===== src/rtl/sync_sram_be_dp.sv =====
// One-read/one-write synchronous SRAM with byte-lane writes, a zero-fill sweep after reset,
// selectable same-address read-during-write policy and an optional output register stage.
module sync_sram_be_dp #(
    parameter int DATA_W   = 8,
    parameter int ADDR_W   = 8,
    parameter int DEPTH    = 256,
    parameter int RDW_MODE = 0,
    parameter int OUT_REG  = 0,
    localparam int BE_W    = DATA_W / 8
) (
    input  logic              clk,
    input  logic              rst_n,
    input  logic              cs,
    input  logic              we,
    input  logic [ADDR_W-1:0] wr_addr,
    input  logic [DATA_W-1:0] wr_data,
    input  logic [BE_W-1:0]   wr_be,
    input  logic              rd,
    input  logic [ADDR_W-1:0] rd_addr,
    output logic [DATA_W-1:0] rd_data,
    output logic              rd_valid,
    output logic              init_busy,
    output logic              err
);

    localparam int                IDX_W    = (DEPTH > 1) ? $clog2(DEPTH) : 1;
    localparam logic [ADDR_W:0]   DEPTH_L  = (ADDR_W + 1)'(DEPTH);
    localparam logic [ADDR_W-1:0] LAST_IDX = ADDR_W'(DEPTH - 1);

    typedef enum logic {
        ST_INIT = 1'b0,
        ST_RUN  = 1'b1
    } state_t;

    state_t              state_q, state_d;
    logic [ADDR_W-1:0]   init_cnt_q, init_cnt_d;
    logic                init_busy_q, init_busy_d;

    logic [DATA_W-1:0]   mem_q [DEPTH];

    logic                p1_valid_q, p1_valid_d;
    logic [DATA_W-1:0]   p1_data_q, p1_data_d;
    logic                rd_valid_q, rd_valid_d;
    logic [DATA_W-1:0]   rd_data_q, rd_data_d;
    logic                err_q, err_d;

    logic                run_s;
    logic                wr_acc_s, rd_acc_s;
    logic                wr_in_s, rd_in_s;
    logic                wr_en_s;
    logic [IDX_W-1:0]    wr_idx_s, rd_idx_s, init_idx_s;
    logic [DATA_W-1:0]   rd_word_s;
    logic                out_valid_s;
    logic [DATA_W-1:0]   out_data_s;

    function automatic logic [DATA_W-1:0] merge_lanes(
        input logic [DATA_W-1:0] old_w,
        input logic [DATA_W-1:0] new_w,
        input logic [BE_W-1:0]   be
    );
        logic [DATA_W-1:0] res;
        res = old_w;
        for (int i = 0; i < BE_W; i++) begin
            if (be[i]) begin
                res[8*i +: 8] = new_w[8*i +: 8];
            end else begin
                res[8*i +: 8] = old_w[8*i +: 8];
            end
        end
        return res;
    endfunction

    assign run_s      = (state_q == ST_RUN);
    assign wr_acc_s   = run_s & cs & we;
    assign rd_acc_s   = run_s & cs & rd;
    assign wr_in_s    = ({1'b0, wr_addr} < DEPTH_L);
    assign rd_in_s    = ({1'b0, rd_addr} < DEPTH_L);
    assign wr_en_s    = wr_acc_s & wr_in_s;
    assign wr_idx_s   = wr_addr[IDX_W-1:0];
    assign rd_idx_s   = rd_addr[IDX_W-1:0];
    assign init_idx_s = init_cnt_q[IDX_W-1:0];

    // Clear-sweep sequencing: one word per cycle, then park in RUN.
    always_comb begin
        state_d     = state_q;
        init_cnt_d  = init_cnt_q;
        init_busy_d = init_busy_q;
        case (state_q)
            ST_INIT: begin
                if (init_cnt_q == LAST_IDX) begin
                    state_d     = ST_RUN;
                    init_cnt_d  = {ADDR_W{1'b0}};
                    init_busy_d = 1'b0;
                end else begin
                    state_d     = ST_INIT;
                    init_cnt_d  = init_cnt_q + ADDR_W'(1'b1);
                    init_busy_d = 1'b1;
                end
            end
            ST_RUN: begin
                state_d     = ST_RUN;
                init_busy_d = 1'b0;
            end
            default: begin
                state_d     = ST_INIT;
                init_cnt_d  = {ADDR_W{1'b0}};
                init_busy_d = 1'b1;
            end
        endcase
    end

    // Sweep state and busy flag registers.
    always_ff @(posedge clk or negedge rst_n) begin
        if (!rst_n) begin
            state_q     <= ST_INIT;
            init_cnt_q  <= {ADDR_W{1'b0}};
            init_busy_q <= 1'b1;
        end else begin
            state_q     <= state_d;
            init_cnt_q  <= init_cnt_d;
            init_busy_q <= init_busy_d;
        end
    end

    // Read word; out-of-range reads return zero, new-data policy forwards the merged write.
    always_comb begin
        rd_word_s = {DATA_W{1'b0}};
        if (rd_in_s) begin
            if ((RDW_MODE != 0) && wr_en_s && (wr_addr == rd_addr)) begin
                rd_word_s = merge_lanes(mem_q[rd_idx_s], wr_data, wr_be);
            end else begin
                rd_word_s = mem_q[rd_idx_s];
            end
        end else begin
            rd_word_s = {DATA_W{1'b0}};
        end
    end

    // Read pipeline next-state; rd_data holds whenever nothing completes.
    always_comb begin
        p1_valid_d = rd_acc_s;
        p1_data_d  = p1_data_q;
        if (rd_acc_s) begin
            p1_data_d = rd_word_s;
        end else begin
            p1_data_d = p1_data_q;
        end

        if (OUT_REG != 0) begin
            out_valid_s = p1_valid_q;
            out_data_s  = p1_data_q;
        end else begin
            out_valid_s = rd_acc_s;
            out_data_s  = rd_word_s;
        end

        rd_valid_d = out_valid_s;
        if (out_valid_s) begin
            rd_data_d = out_data_s;
        end else begin
            rd_data_d = rd_data_q;
        end

        err_d = (wr_acc_s & ~wr_in_s) | (rd_acc_s & ~rd_in_s);
    end

    // Read pipeline and error pulse registers.
    always_ff @(posedge clk or negedge rst_n) begin
        if (!rst_n) begin
            p1_valid_q <= 1'b0;
            p1_data_q  <= {DATA_W{1'b0}};
            rd_valid_q <= 1'b0;
            rd_data_q  <= {DATA_W{1'b0}};
            err_q      <= 1'b0;
        end else begin
            p1_valid_q <= p1_valid_d;
            p1_data_q  <= p1_data_d;
            rd_valid_q <= rd_valid_d;
            rd_data_q  <= rd_data_d;
            err_q      <= err_d;
        end
    end

    // Storage array: no reset, cleared only by the sweep.
    always_ff @(posedge clk) begin
        if (state_q == ST_INIT) begin
            mem_q[init_idx_s] <= {DATA_W{1'b0}};
        end else if (wr_en_s) begin
            for (int i = 0; i < BE_W; i++) begin
                if (wr_be[i]) begin
                    mem_q[wr_idx_s][8*i +: 8] <= wr_data[8*i +: 8];
                end
            end
        end
    end

    assign rd_data   = rd_data_q;
    assign rd_valid  = rd_valid_q;
    assign init_busy = init_busy_q;
    assign err       = err_q;

endmodule


===== config.mk =====
export PLATFORM = sky130hd
export DESIGN_NAME = sync_sram_be_dp
export DESIGN_NICKNAME = d
export VERILOG_FILES = /design/src/rtl/sync_sram_be_dp.sv
export SDC_FILE = /design/constraint.sdc
export NUM_CORES = 2
export LEC_CHECK = 0
export CAP_MARGIN = 20
export CORE_MARGIN = 5
export CORE_UTILIZATION = 53
export DETAILED_ROUTE_END_ITERATION = 7
export GPL_ROUTABILITY_DRIVEN = 0
export PLACE_DENSITY = 0.71
export SETUP_SLACK_MARGIN = 0.05
export SYNTH_ARGS = -nofsm -noshare
export SYNTH_HDL_FRONTEND = slang
export SYNTH_SLANG_ARGS = --single-unit

===== constraint.sdc =====
create_clock -name clk -period 5.5 [get_ports clk]
set_clock_uncertainty 0.05 [all_clocks]
set_input_delay 1.1 -clock clk [delete_from_list [all_inputs] [get_ports clk]]
set_output_delay 1.1 -clock clk [all_outputs]
set_load 0.1 [all_outputs]

==> impl_metrics.tcl <==
set metrics [dict create \
    place_ws_ns 0.7299 \
    seq_area_frac_synth_pct 76.36 \
    vdd_ir_drop_max_uv 250.2 \
    ys_types 66 \
    wl_per_cell_um 30.57 \
    clk_pin_slew_ns 0.06 \
    synthCells 4090 \
    cp_slowest_stage_delay_ns 0.98 \
    tightestPinTransition_ns 1.116 \
    p_leak_nw 24.54 \
    r2r-end "mem_q[105][0]$_DFFE_PP_" \
    async_flop_share_pct 0.9192 \
    path_cells "clkdlybuf4s50_1, and4_1, buf_4, nand3b_1, nand2_1, nand2_1, nor2_1" \
    grt_max_degree 145 \
    syn-cell-area_sq_mm 0.08116 \
    placed_area_sq_mm 0.08490 \
    viasPerCell 6.391 \
    cellPowerDensity_mw_per_mm2 340.4 \
    hold_viol 0 \
    clk_latency_ns 0.80 \
    numCtsBuffers 200 \
    cp-start-kind "input port" \
    cts_tree "done" \
    portBuffers 39 \
    arrival_ns 4.46 \
    min_path_type "in2async" \
    grt_pass1_vias 41413 \
    wl_met3_um 20780 \
    drive_above_1_share_pct 20.08 \
    clkSinkCount 2067 \
    synth_nets 4121 \
    rsz0062_at_grt "no" \
    postRouteAntennaNets 0 \
    final_max_slew_viol_count 0 \
    final_area_sq_mm 0.09120 \
    io_pins 41 \
    wl_met1_um 78260 \
    die_width_um 401.3 \
    placed_cells 6158 \
    critPathBufInv 2 \
    critPathMaxFanout 16 \
    drv_cap 0 \
    synth_area_leaders "edfxtp_1, mux4_2, mux2i_1" \
    timing.slew.headroom_pct 25.42 \
    fin_crit_sh_pct 74.32 \
    netlist.area_leader.share_pct 75.78 \
    cts_root_buffer "clkbuf_16" \
    nNetsFinal 4361 \
    fin_ws_ns 1.412 \
    vias 41730 \
    hpwl_um 124900 \
    grt_pass1_wl_um 290300 \
    synth_top_area_cell "edfxtp_1" \
    gr-total-overflow 0 \
    crit_slowest_cell "nor2_1" \
    cts_hold_buf 0 \
    worst_hold_slack_ns 0.5301 \
    grt_util_all_layers_pct 24.65 \
    crit_type "in2reg" \
    status "finished clean" \
    synth_seq_cells 2067 \
    htreeDepth 4 \
    final_cells 6530 \
    core_sq_mm 0.1521 \
    areaGrowthSynthToFinish_pct 12.37 \
    synth-edff-count 2048 \
    postCtsSetupBuffers 0 \
    crit_family "simple AND/OR/NAND/NOR gates" \
    drtIter0Drc 5162 \
    fmax_mhz 244.6 \
    cp_data_required_time_ns 5.87 \
    syn_area_per_cell_sq_um 19.84 \
    crit_top_cell "nand2_1" \
    p_total_mw 31.04 \
    finalSetupTns_ns 0 \
    yosys_warnings 0 \
    end_kind "flop" \
    initial_utilization_pct 53.36 \
    grt_antenna_before_repair 4 \
    top_layer "met5" \
    reg2reg_depth 6 \
    setup_viol 0 \
    die_area_sq_mm 0.1611 \
    fill_cells 10690 \
    r2r_slack_ns 1.48 \
    drt-total-wl_um 199600 \
    cts_repair_resize_count 0 \
    die_h_um 401.3 \
    final_util_pct 59.97 \
    min_period_ns 4.088 \
    rows 143 \
    clockBufferDepth 3 \
    reg2reg_from "run_s$_DFF_PN0_" \
    drc_errors 0 \
    routed-wl-met2_um 92990 \
    drt_pass1_iterations 6 \
    synth_ff_type "edfxtp_1" \
]
==> placed cells by master, fill, tap and decap left out, drive strengths merged, types with 52 or more instances in the layout <==
cell / netlist / layout
nand3: 58 / 58
buf: 149 / 251
mux4: 346 / 346
nand2: 128 / 128
o22ai: 100 / 100
a21oi: 52 / 52
clkinv: 1 / 89
o221ai: 71 / 71
nor2: 288 / 288
mux2i: 366 / 366
edfxtp: 2048 / 2048
clkbuf: 99 / 256
==> cells in the mapped netlist, types with 13 or more instances <==
cell / count
nand2b_1: 16
nor2_1: 288
mux4_2: 332
a211o_1: 24
o22ai_1: 100
mux4_1: 14
clkbuf_1: 98
nand3_1: 58
a22oi_1: 32
nand2_1: 128
edfxtp_1: 2048
buf_2: 45
a21boi_0: 14
mux2_2: 19
mux2i_1: 366
o221ai_1: 69
nand3b_1: 17
o211ai_1: 13
buf_4: 36
dfrtp_1: 18
a21oi_1: 52
o21ai_0: 38
buf_6: 46
a211oi_1: 43
==> flip-flops by register name, summed over array words and instances, names as in the netlist <==
name and flops:
init_busy 1, init_cnt_q 8, mem_q 2048, rd_data 8
rd_valid 1, run_s 1
==> logic make-up (layout without fill, tap and decap cells) <==
group                      Yosys count  count (layout)  synth area share (%)
buffers and inverters              252             660                 2.001
other                                1               3              0.004621
DFF                               2067            2067                 76.36
AOI/OAI and AO/OA                  463             463                 4.059
muxes                              731             731                 14.44
adders and majority gates            1               1               0.01541
xor gates and xnor gates             3               3               0.03238
and+or+nand+nor                    572             572                 3.080
==> layer usage <==
| metal | global-route usage, % | vias to the layer above |
|---|---|---|
| met1 | 35.49 | 21567 |
| met3 | 5.698 | 385 |
| met5 | 0 | - |
| li1 | - | 17357 |
| met4 | 8.629 | 2 |
| met2 | 37.66 | 2419 |
==> power by group <==
part / switching (mW) / total, mW / internal, mW
sequential: 0 / 17.0 / 17.0
clock: 5.67 / 13.2 / 7.50
combinational: 0.529 / 0.829 / 0.301
==> worst max path at each step <==
| stage | start | to | slack, ns | depth (start not counted) |
|---|---|---|---|---|
| after CTS | cs | mem_q[67][7]$_DFFE_PP_ | 1.61 | 6 |
| after detailed placement | we | mem_q[72][3]$_DFFE_PP_ | 0.73 | 6 |
| after global placement | cs | mem_q[67][2]$_DFFE_PP_ | 0.77 | 6 |
| final | cs | mem_q[105][0]$_DFFE_PP_ | 1.41 | 7 |
| after global routing | run_s$_DFF_PN0_ | mem_q[67][2]$_DFFE_PP_ | 1.34 | 5 |
| after floorplan | wr_be | mem_q[0][0]$_DFFE_PP_ | 1.35 | 4 |
==> final cells by class <==
| cell class | count | area [sq um] | area share (%) |
|---|---|---|---|
| Sequential cell | 2067 | 61980 | 67.96 |
| Tap cell | 2030 | 2540 | 2.785 |
| Inverter | 4 | 17.52 | 0.01921 |
| Clock inverter | 114 | 949.7 | 1.041 |
| Timing Repair Buffer | 286 | 2765 | 3.032 |
| Antenna cell | 2 | 5.005 | 0.005488 |
| Multi-Input combinational cell | 1771 | 17610 | 19.30 |
| Clock buffer | 256 | 5341 | 5.857 |
Power figures use the tool's default switching activity.
